## config.mk

```make
export PLATFORM = sky130hd
export DESIGN_NAME = onchip_mem_reader
export DESIGN_NICKNAME = d
export VERILOG_FILES = /design/src/rtl/onchip_reader_pkg.sv /design/src/rtl/onchip_reader_fifo.sv /design/src/rtl/onchip_mem_reader.sv
export SDC_FILE = /design/constraint.sdc
export NUM_CORES = 1
export LEC_CHECK = 0
export BUFFER_PORTS_ARGS = -buffer_cell sky130_fd_sc_hd__buf_2
export CAP_MARGIN = 20
export CORE_UTILIZATION = 50
export DETAILED_ROUTE_END_ITERATION = 8
export PLACE_DENSITY = 0.73
export SLEW_MARGIN = 20
export SYNTH_ARGS = -nofsm -noshare
export SYNTH_HDL_FRONTEND = slang
export SYNTH_SLANG_ARGS = --single-unit
export TNS_END_PERCENT = 20
```

## constraint.sdc

```tcl
create_clock -name clk -period 5.95 [get_ports clk]
set_clock_uncertainty 0.15 [all_clocks]
set_input_delay 0.2975 -clock clk [delete_from_list [all_inputs] [get_ports clk]]
set_output_delay 0.2975 -clock clk [all_outputs]
set_load 0.01 [all_outputs]
```

## src/rtl/onchip_reader_pkg.sv

```systemverilog
// Shared widths, FSM state type and address helper for the on-chip memory reader.
package onchip_reader_pkg;

  localparam int ADDR_W = 17;
  localparam int DATA_W = 32;

  typedef enum logic [1:0] {
    ST_IDLE,
    ST_READ,
    ST_DRAIN,
    ST_DONE
  } rd_state_t;

  // Next sequential word address, wrapping from depth-1 back to 0.
  function automatic logic [ADDR_W-1:0] addr_inc(input logic [ADDR_W-1:0] a,
                                                 input int unsigned       depth);
    return (a == ADDR_W'(depth - 1)) ? '0 : a + 1'b1;
  endfunction

endpackage

```

## src/rtl/onchip_reader_fifo.sv

```systemverilog
// Show-ahead FIFO holding {last, data}; head is visible while valid is high.
module onchip_reader_fifo
  import onchip_reader_pkg::*;
#(
  parameter int DEPTH = 4,
  parameter int W     = DATA_W + 1
) (
  input  logic                     clk,
  input  logic                     reset,
  input  logic                     push,
  input  logic [W-1:0]             push_data,
  input  logic                     pop,
  output logic [W-1:0]             head,
  output logic                     valid,
  output logic [$clog2(DEPTH):0]   count
);

  localparam int PW = $clog2(DEPTH);

  logic [W-1:0]  mem_q [DEPTH];
  logic [W-1:0]  mem_d [DEPTH];
  logic [PW-1:0] wr_q, wr_d;
  logic [PW-1:0] rd_q, rd_d;
  logic [PW:0]   cnt_q, cnt_d;
  logic          valid_q, valid_d;

  // Pointer/count update; simultaneous push and pop leave the count unchanged.
  always_comb begin
    mem_d = mem_q;
    wr_d  = wr_q;
    rd_d  = rd_q;
    cnt_d = cnt_q;
    if (push) begin
      mem_d[wr_q] = push_data;
      wr_d        = wr_q + 1'b1;
    end
    if (pop) begin
      rd_d = rd_q + 1'b1;
    end
    case ({push, pop})
      2'b10:   cnt_d = cnt_q + 1'b1;
      2'b01:   cnt_d = cnt_q - 1'b1;
      default: cnt_d = cnt_q;
    endcase
    valid_d = (cnt_d != '0);
  end

  // Storage is cleared on reset so the head reads zero out of reset.
  always_ff @(posedge clk or posedge reset) begin
    if (reset) begin
      for (int i = 0; i < DEPTH; i++) mem_q[i] <= '0;
      wr_q    <= '0;
      rd_q    <= '0;
      cnt_q   <= '0;
      valid_q <= 1'b0;
    end else begin
      mem_q   <= mem_d;
      wr_q    <= wr_d;
      rd_q    <= rd_d;
      cnt_q   <= cnt_d;
      valid_q <= valid_d;
    end
  end

  assign head  = mem_q[rd_q];
  assign valid = valid_q;
  assign count = cnt_q;

endmodule

```

## src/rtl/onchip_mem_reader.sv

```systemverilog
// Sequential read engine: reads `length` words from on-chip memory and streams them out.
module onchip_mem_reader
  import onchip_reader_pkg::*;
#(
  parameter int MEM_DEPTH  = 100000,
  parameter int FIFO_DEPTH = 4
) (
  input  logic              clk,
  input  logic              reset,
  input  logic              start,
  input  logic [ADDR_W-1:0] base_addr,
  input  logic [ADDR_W-1:0] length,
  output logic              busy,
  output logic              done,
  output logic [ADDR_W-1:0] mem_address,
  output logic              mem_chipselect,
  output logic              mem_write,
  output logic [3:0]        mem_byteenable,
  output logic              mem_clken,
  input  logic [DATA_W-1:0] mem_readdata,
  output logic [DATA_W-1:0] out_data,
  output logic              out_valid,
  input  logic              out_ready,
  output logic              out_last
);

  localparam int CW = $clog2(FIFO_DEPTH) + 1;

  rd_state_t         state_q, state_d;
  logic [ADDR_W-1:0] addr_q, addr_d;
  logic [ADDR_W-1:0] remaining_q, remaining_d;
  logic              cs_q, cs_d;
  logic              cs_last_q, cs_last_d;
  logic              infl_q, infl_d;
  logic              infl_last_q, infl_last_d;
  logic              busy_q, busy_d;
  logic              done_q, done_d;

  logic [CW-1:0]     fifo_count;
  logic              fifo_valid;
  logic [DATA_W:0]   fifo_head;
  logic              pop;
  logic              credit_ok;

  assign pop = fifo_valid & out_ready;
  // Words already buffered, requested this cycle, or returning this cycle all hold a slot.
  assign credit_ok = (int'(fifo_count) + int'(cs_q) + int'(infl_q)) < FIFO_DEPTH;

  // FSM next-state, request issue and completion decisions.
  always_comb begin
    state_d     = state_q;
    addr_d      = addr_q;
    remaining_d = remaining_q;
    cs_d        = 1'b0;
    cs_last_d   = 1'b0;
    busy_d      = busy_q;
    done_d      = 1'b0;
    infl_d      = cs_q;
    infl_last_d = cs_last_q;
    unique case (state_q)
      ST_IDLE: begin
        if (start) begin
          if (length != '0) begin
            state_d     = ST_READ;
            busy_d      = 1'b1;
            cs_d        = 1'b1;
            addr_d      = base_addr;
            remaining_d = length - 1'b1;
            cs_last_d   = (length == ADDR_W'(1));
          end else begin
            state_d = ST_DONE;
            done_d  = 1'b1;
          end
        end
      end
      ST_READ: begin
        if (remaining_q == '0) begin
          state_d = ST_DRAIN;
        end else if (credit_ok) begin
          cs_d        = 1'b1;
          addr_d      = addr_inc(addr_q, MEM_DEPTH);
          remaining_d = remaining_q - 1'b1;
          cs_last_d   = (remaining_q == ADDR_W'(1));
          if (remaining_q == ADDR_W'(1)) state_d = ST_DRAIN;
        end
      end
      ST_DRAIN: begin
        // Finish once the final word leaves the FIFO on this edge.
        if (!cs_q && !infl_q && (fifo_count == {{(CW-1){1'b0}}, pop})) begin
          state_d = ST_DONE;
          done_d  = 1'b1;
          busy_d  = 1'b0;
        end
      end
      ST_DONE: begin
        state_d = ST_IDLE;
      end
    endcase
  end

  // Control and registered outputs; reset abandons any transfer without a done pulse.
  always_ff @(posedge clk or posedge reset) begin
    if (reset) begin
      state_q     <= ST_IDLE;
      addr_q      <= '0;
      remaining_q <= '0;
      cs_q        <= 1'b0;
      cs_last_q   <= 1'b0;
      infl_q      <= 1'b0;
      infl_last_q <= 1'b0;
      busy_q      <= 1'b0;
      done_q      <= 1'b0;
    end else begin
      state_q     <= state_d;
      addr_q      <= addr_d;
      remaining_q <= remaining_d;
      cs_q        <= cs_d;
      cs_last_q   <= cs_last_d;
      infl_q      <= infl_d;
      infl_last_q <= infl_last_d;
      busy_q      <= busy_d;
      done_q      <= done_d;
    end
  end

  onchip_reader_fifo #(
    .DEPTH (FIFO_DEPTH),
    .W     (DATA_W + 1)
  ) u_fifo (
    .clk       (clk),
    .reset     (reset),
    .push      (infl_q),
    .push_data ({infl_last_q, mem_readdata}),
    .pop       (pop),
    .head      (fifo_head),
    .valid     (fifo_valid),
    .count     (fifo_count)
  );

  assign busy           = busy_q;
  assign done           = done_q;
  assign mem_address    = addr_q;
  assign mem_chipselect = cs_q;
  assign mem_write      = 1'b0;
  assign mem_byteenable = 4'hF;
  assign mem_clken      = 1'b1;
  assign out_data       = fifo_head[DATA_W-1:0];
  assign out_last       = fifo_head[DATA_W];
  assign out_valid      = fifo_valid;

endmodule

```

==> metrics.txt <==
post-placement cell count 1063; number of placement rows 49; mean routed wirelength per cell 18.6 µm; Skew-Pair Late Insertion Delay 430 ps; kind of capture point of the worst setup path register; maximum buffer depth of the clock tree 2; data required time at the worst endpoint 6110 ps; Crit Path Max Fanout 63; WL final 20900 µm; aggregate global-route resource usage 23.1%; antenna fix cells 0; Sink Count 182; post-CTS repair timing setup buffer count 0; # nets final 971; worst vdd rail ir drop 0.000306 V; critical path launch point type register; area of placed instances 0.0101 mm²; Initial Utilization 51.6%; synthesis warning total 0; synth-to-layout area growth 18.4%; number of enable-type register cells in the synthesized netlist 0; transition time at the pin with the least slew margin 891 ps; count of state elements after synthesis 182; H-tree depth reported by CTS 4; Die Area 0.0193 mm²; average cell area after synthesis 12.6 µm²; final count of pins violating max slew 0; number of DRC violations after detailed-routing iteration 0 369; vias in the first global route 6863; total CTS buffers 17; leakage dissipation 4.75 nW; cell count after synthesis 742; power per standard cell area 564 mW/mm²; count of buffers inserted at the top-level ports 123; Routability Congestion 0.832; dominant synthesized flop cell sky130_fd_sc_hd__dfrtp_1; number of cells on the critical path 9; filler-free cell count of the finished design 1126; crit path max-delay cell type sky130_fd_sc_hd__clkinv_1; Hold Fails Final Rpt 0; Chip Width 139 µm; TritonCTS clock tree yes; type of the worst setup path reg2reg; setup repair after global routing missed its margin no; min cycle time layout 3890 ps; die outline height 139 µm; total congestion overflow after global routing 0; combined buffer and inverter count along the critical path 4; status finished with violations; first-pass GRT wire length 35200 µm; average via count per standard cell 5.92; number of antenna violations at the first check in global routing 0; detailed-route via count 6669; worst min path class in2reg; cell at the root of the clock tree sky130_fd_sc_hd__clkbuf_16; failing checks design-rule violations; Highest Clock Rate 257 MHz; share of async-settable or async-resettable flops after synthesis 100%; post-route fraction of the period consumed by the critical path 65.4%; number of antenna-violating nets in the routed design 0; drc violations 9; first drt pass iteration count 7; distinct cell type count of the synthesized netlist 71; largest delay contributor family on the critical path buffers and inverters; overall power after layout 6.25 mW; headroom to the max-slew limit 40.4%; worst hold path depth 2; arrival time of the worst setup path 4050 ps; post-cts repair resize count 0; number of inserted filler cells in the final layout 1431; core region area 0.0181 mm²; pin count of the biggest net entering global routing 69; Slowest Stage Delay on Critical Path 820 ps; cell occurring most often along the worst timing path sky130_fd_sc_hd__buf_4; clock-pin slew on the worst setup and hold paths 70 ps; final setup fails 0; Finished Core Util 61.0%; fraction of the yosys area taken by sequential cells 48.7%; post-layout instance area 0.0111 mm²; layout cells sized above 1 39.2%; final sum of negative setup slack 0 ps; number of cells on the worst reg-to-reg path 9; worst-path cell chain inv_1, ha_2, buf_4, clkinv_1, nor2_1, a21o_1, buf_4, nand2_1, o311ai_0; number of max-cap violations 0; count of boundary I/O pins 130; total half-perimeter wirelength after legalization and detailed placement 13800 µm; post-synthesis instance area 0.00936 mm²
power breakdown:
group,internal (mW),switching [mW]
sequential,1.85,0.506
combinational,1.42,1.29
clock,0.694,0.489
total,3.96,2.28
state kept, by name, summed over array words and instances (netlist names), 2 cells and up:
register	flops
u_fifo.mem_q	132
remaining_q	17
mem_address	17
u_fifo.count	3
u_fifo.wr_q	2
u_fifo.rd_q	2
state_q	2
per-stage QoR:
step / worst slack (ps) / hold slack, ps
2_1_floorplan: 559 / 181
3_3_place_gp: 2210 / 195
3_5_place_dp: 2100 / 190
4_1_cts: 2050 / 0.272
5_1_grt: 1680 / 8.90
6_report: 2060 / 6.39
Yosys cell counts, types with 2 or more instances:
cell type                     n  share of area (%)
sky130_fd_sc_hd__o2bb2ai_1   10               0.94
sky130_fd_sc_hd__o211ai_1     9               0.72
sky130_fd_sc_hd__nor4_1       9               0.60
sky130_fd_sc_hd__o22ai_1      6               0.40
sky130_fd_sc_hd__dfrtp_1    182                 49
sky130_fd_sc_hd__or2_2        2               0.13
sky130_fd_sc_hd__nor4_4       3               0.68
sky130_fd_sc_hd__nand4_2      2               0.27
sky130_fd_sc_hd__ha_1        16                2.1
sky130_fd_sc_hd__xnor2_1     12                1.1
sky130_fd_sc_hd__conb_1       2              0.080
sky130_fd_sc_hd__a211oi_1     4               0.32
sky130_fd_sc_hd__buf_2       10               0.53
sky130_fd_sc_hd__buf_1       14               0.56
sky130_fd_sc_hd__o32ai_1      6               0.56
sky130_fd_sc_hd__o31a_1       2               0.19
sky130_fd_sc_hd__nor3_1       9               0.48
sky130_fd_sc_hd__nand2b_1     4               0.27
sky130_fd_sc_hd__mux4_2      33                7.9
sky130_fd_sc_hd__a22oi_1      2               0.16
sky130_fd_sc_hd__o41ai_1      5               0.47
sky130_fd_sc_hd__and3_1       6               0.40
sky130_fd_sc_hd__a22o_1      11                1.0
sky130_fd_sc_hd__nor4_2       2               0.27
sky130_fd_sc_hd__or3_1        3               0.20
sky130_fd_sc_hd__nand3_1     23                1.2
sky130_fd_sc_hd__nand4_1      9               0.60
sky130_fd_sc_hd__o31ai_1      3               0.24
sky130_fd_sc_hd__a21oi_1     17               0.91
sky130_fd_sc_hd__and4_1       5               0.47
sky130_fd_sc_hd__mux2i_1      3               0.32
sky130_fd_sc_hd__xor2_1       5               0.47
sky130_fd_sc_hd__o21ai_0     17               0.91
sky130_fd_sc_hd__clkbuf_1    13               0.52
sky130_fd_sc_hd__nor2_1      24               0.96
sky130_fd_sc_hd__a21o_1       3               0.24
sky130_fd_sc_hd__mux2_2     134                 16
sky130_fd_sc_hd__a31oi_1     10               0.67
sky130_fd_sc_hd__nand2_1     46                1.8
sky130_fd_sc_hd__nand4b_1     5               0.47
sky130_fd_sc_hd__buf_4        8               0.64
sky130_fd_sc_hd__and2_1       2               0.13
sky130_fd_sc_hd__inv_1       23               0.92
cells in the final DEF (no fill, tap or decap), drive strengths merged, types with 4 or more instances in the layout:
cell,count
nand3,23
a21oi,18
ha,16
dlygate4sd3,31
o2bb2ai,10
buf,134
nor2,25
mux4,33
o21ai,18
o41ai,5
and4,5
dfrtp,182
nor3,9
a31oi,11
a22o,11
o32ai,6
o22ai,6
nor4,14
mux2,134
nand4,11
nand2,47
o211ai,9
a211oi,4
xnor2,12
conb,6
and3,6
clkbuf,21
xor2,5
nand2b,4
inv,28
nand4b,5
per-layer routing:
metal	vias to the layer above	global-route usage [%]	wire, µm
li1	3075	-	-
met1	3373	30.0	8940
met2	202	40.1	10700
met3	19	3.80	1080
met4	0	6.14	242
met5	-	0	0
timing repair:
action | CTS | global route
endpoints found under the hold margin | 166 | 0
setup endpoints to repair | 0 | 0
hold buffers | 31 | 0
final timing paths:
kind,end,from,slack (ps)
setup / recovery,remaining_q[0],state_q[1],2060
hold / removal,u_fifo.mem_q[54],mem_readdata[21],6
setup reg to reg,remaining_q[0],state_q[1],2060
hold reg to reg,infl_last_q,cs_last_q,200
max in group asynchronous,u_fifo.mem_q[58],reset,4030
min in group asynchronous,busy,reset,360
logic make-up (layout without fill, tap and decap cells):
logic type,count (synthesis),after routing,share of synthesized area [%]
adders and majority gates,17,17,2.35
xor gates and xnor gates,17,17,1.59
other,2,6,0.0803
and+or+nand+nor,165,165,10.2
muxes,170,170,24.4
buffers and inverters,70,221,3.34
DFF,182,182,48.7
AOI/OAI and AO/OA,119,119,9.40
cell type report:
type | count | area (µm²) | area share (%)
clock buffers | 21 | 460 | 4.16
flip-flops and latches | 182 | 4560 | 41.1
inverters | 24 | 95.1 | 0.859
well taps | 229 | 287 | 2.59
repair buffers | 165 | 1010 | 9.11
clock inverters | 11 | 161 | 1.46
multi-input cells | 494 | 4510 | 40.7
Power figures use the tool's default switching activity.
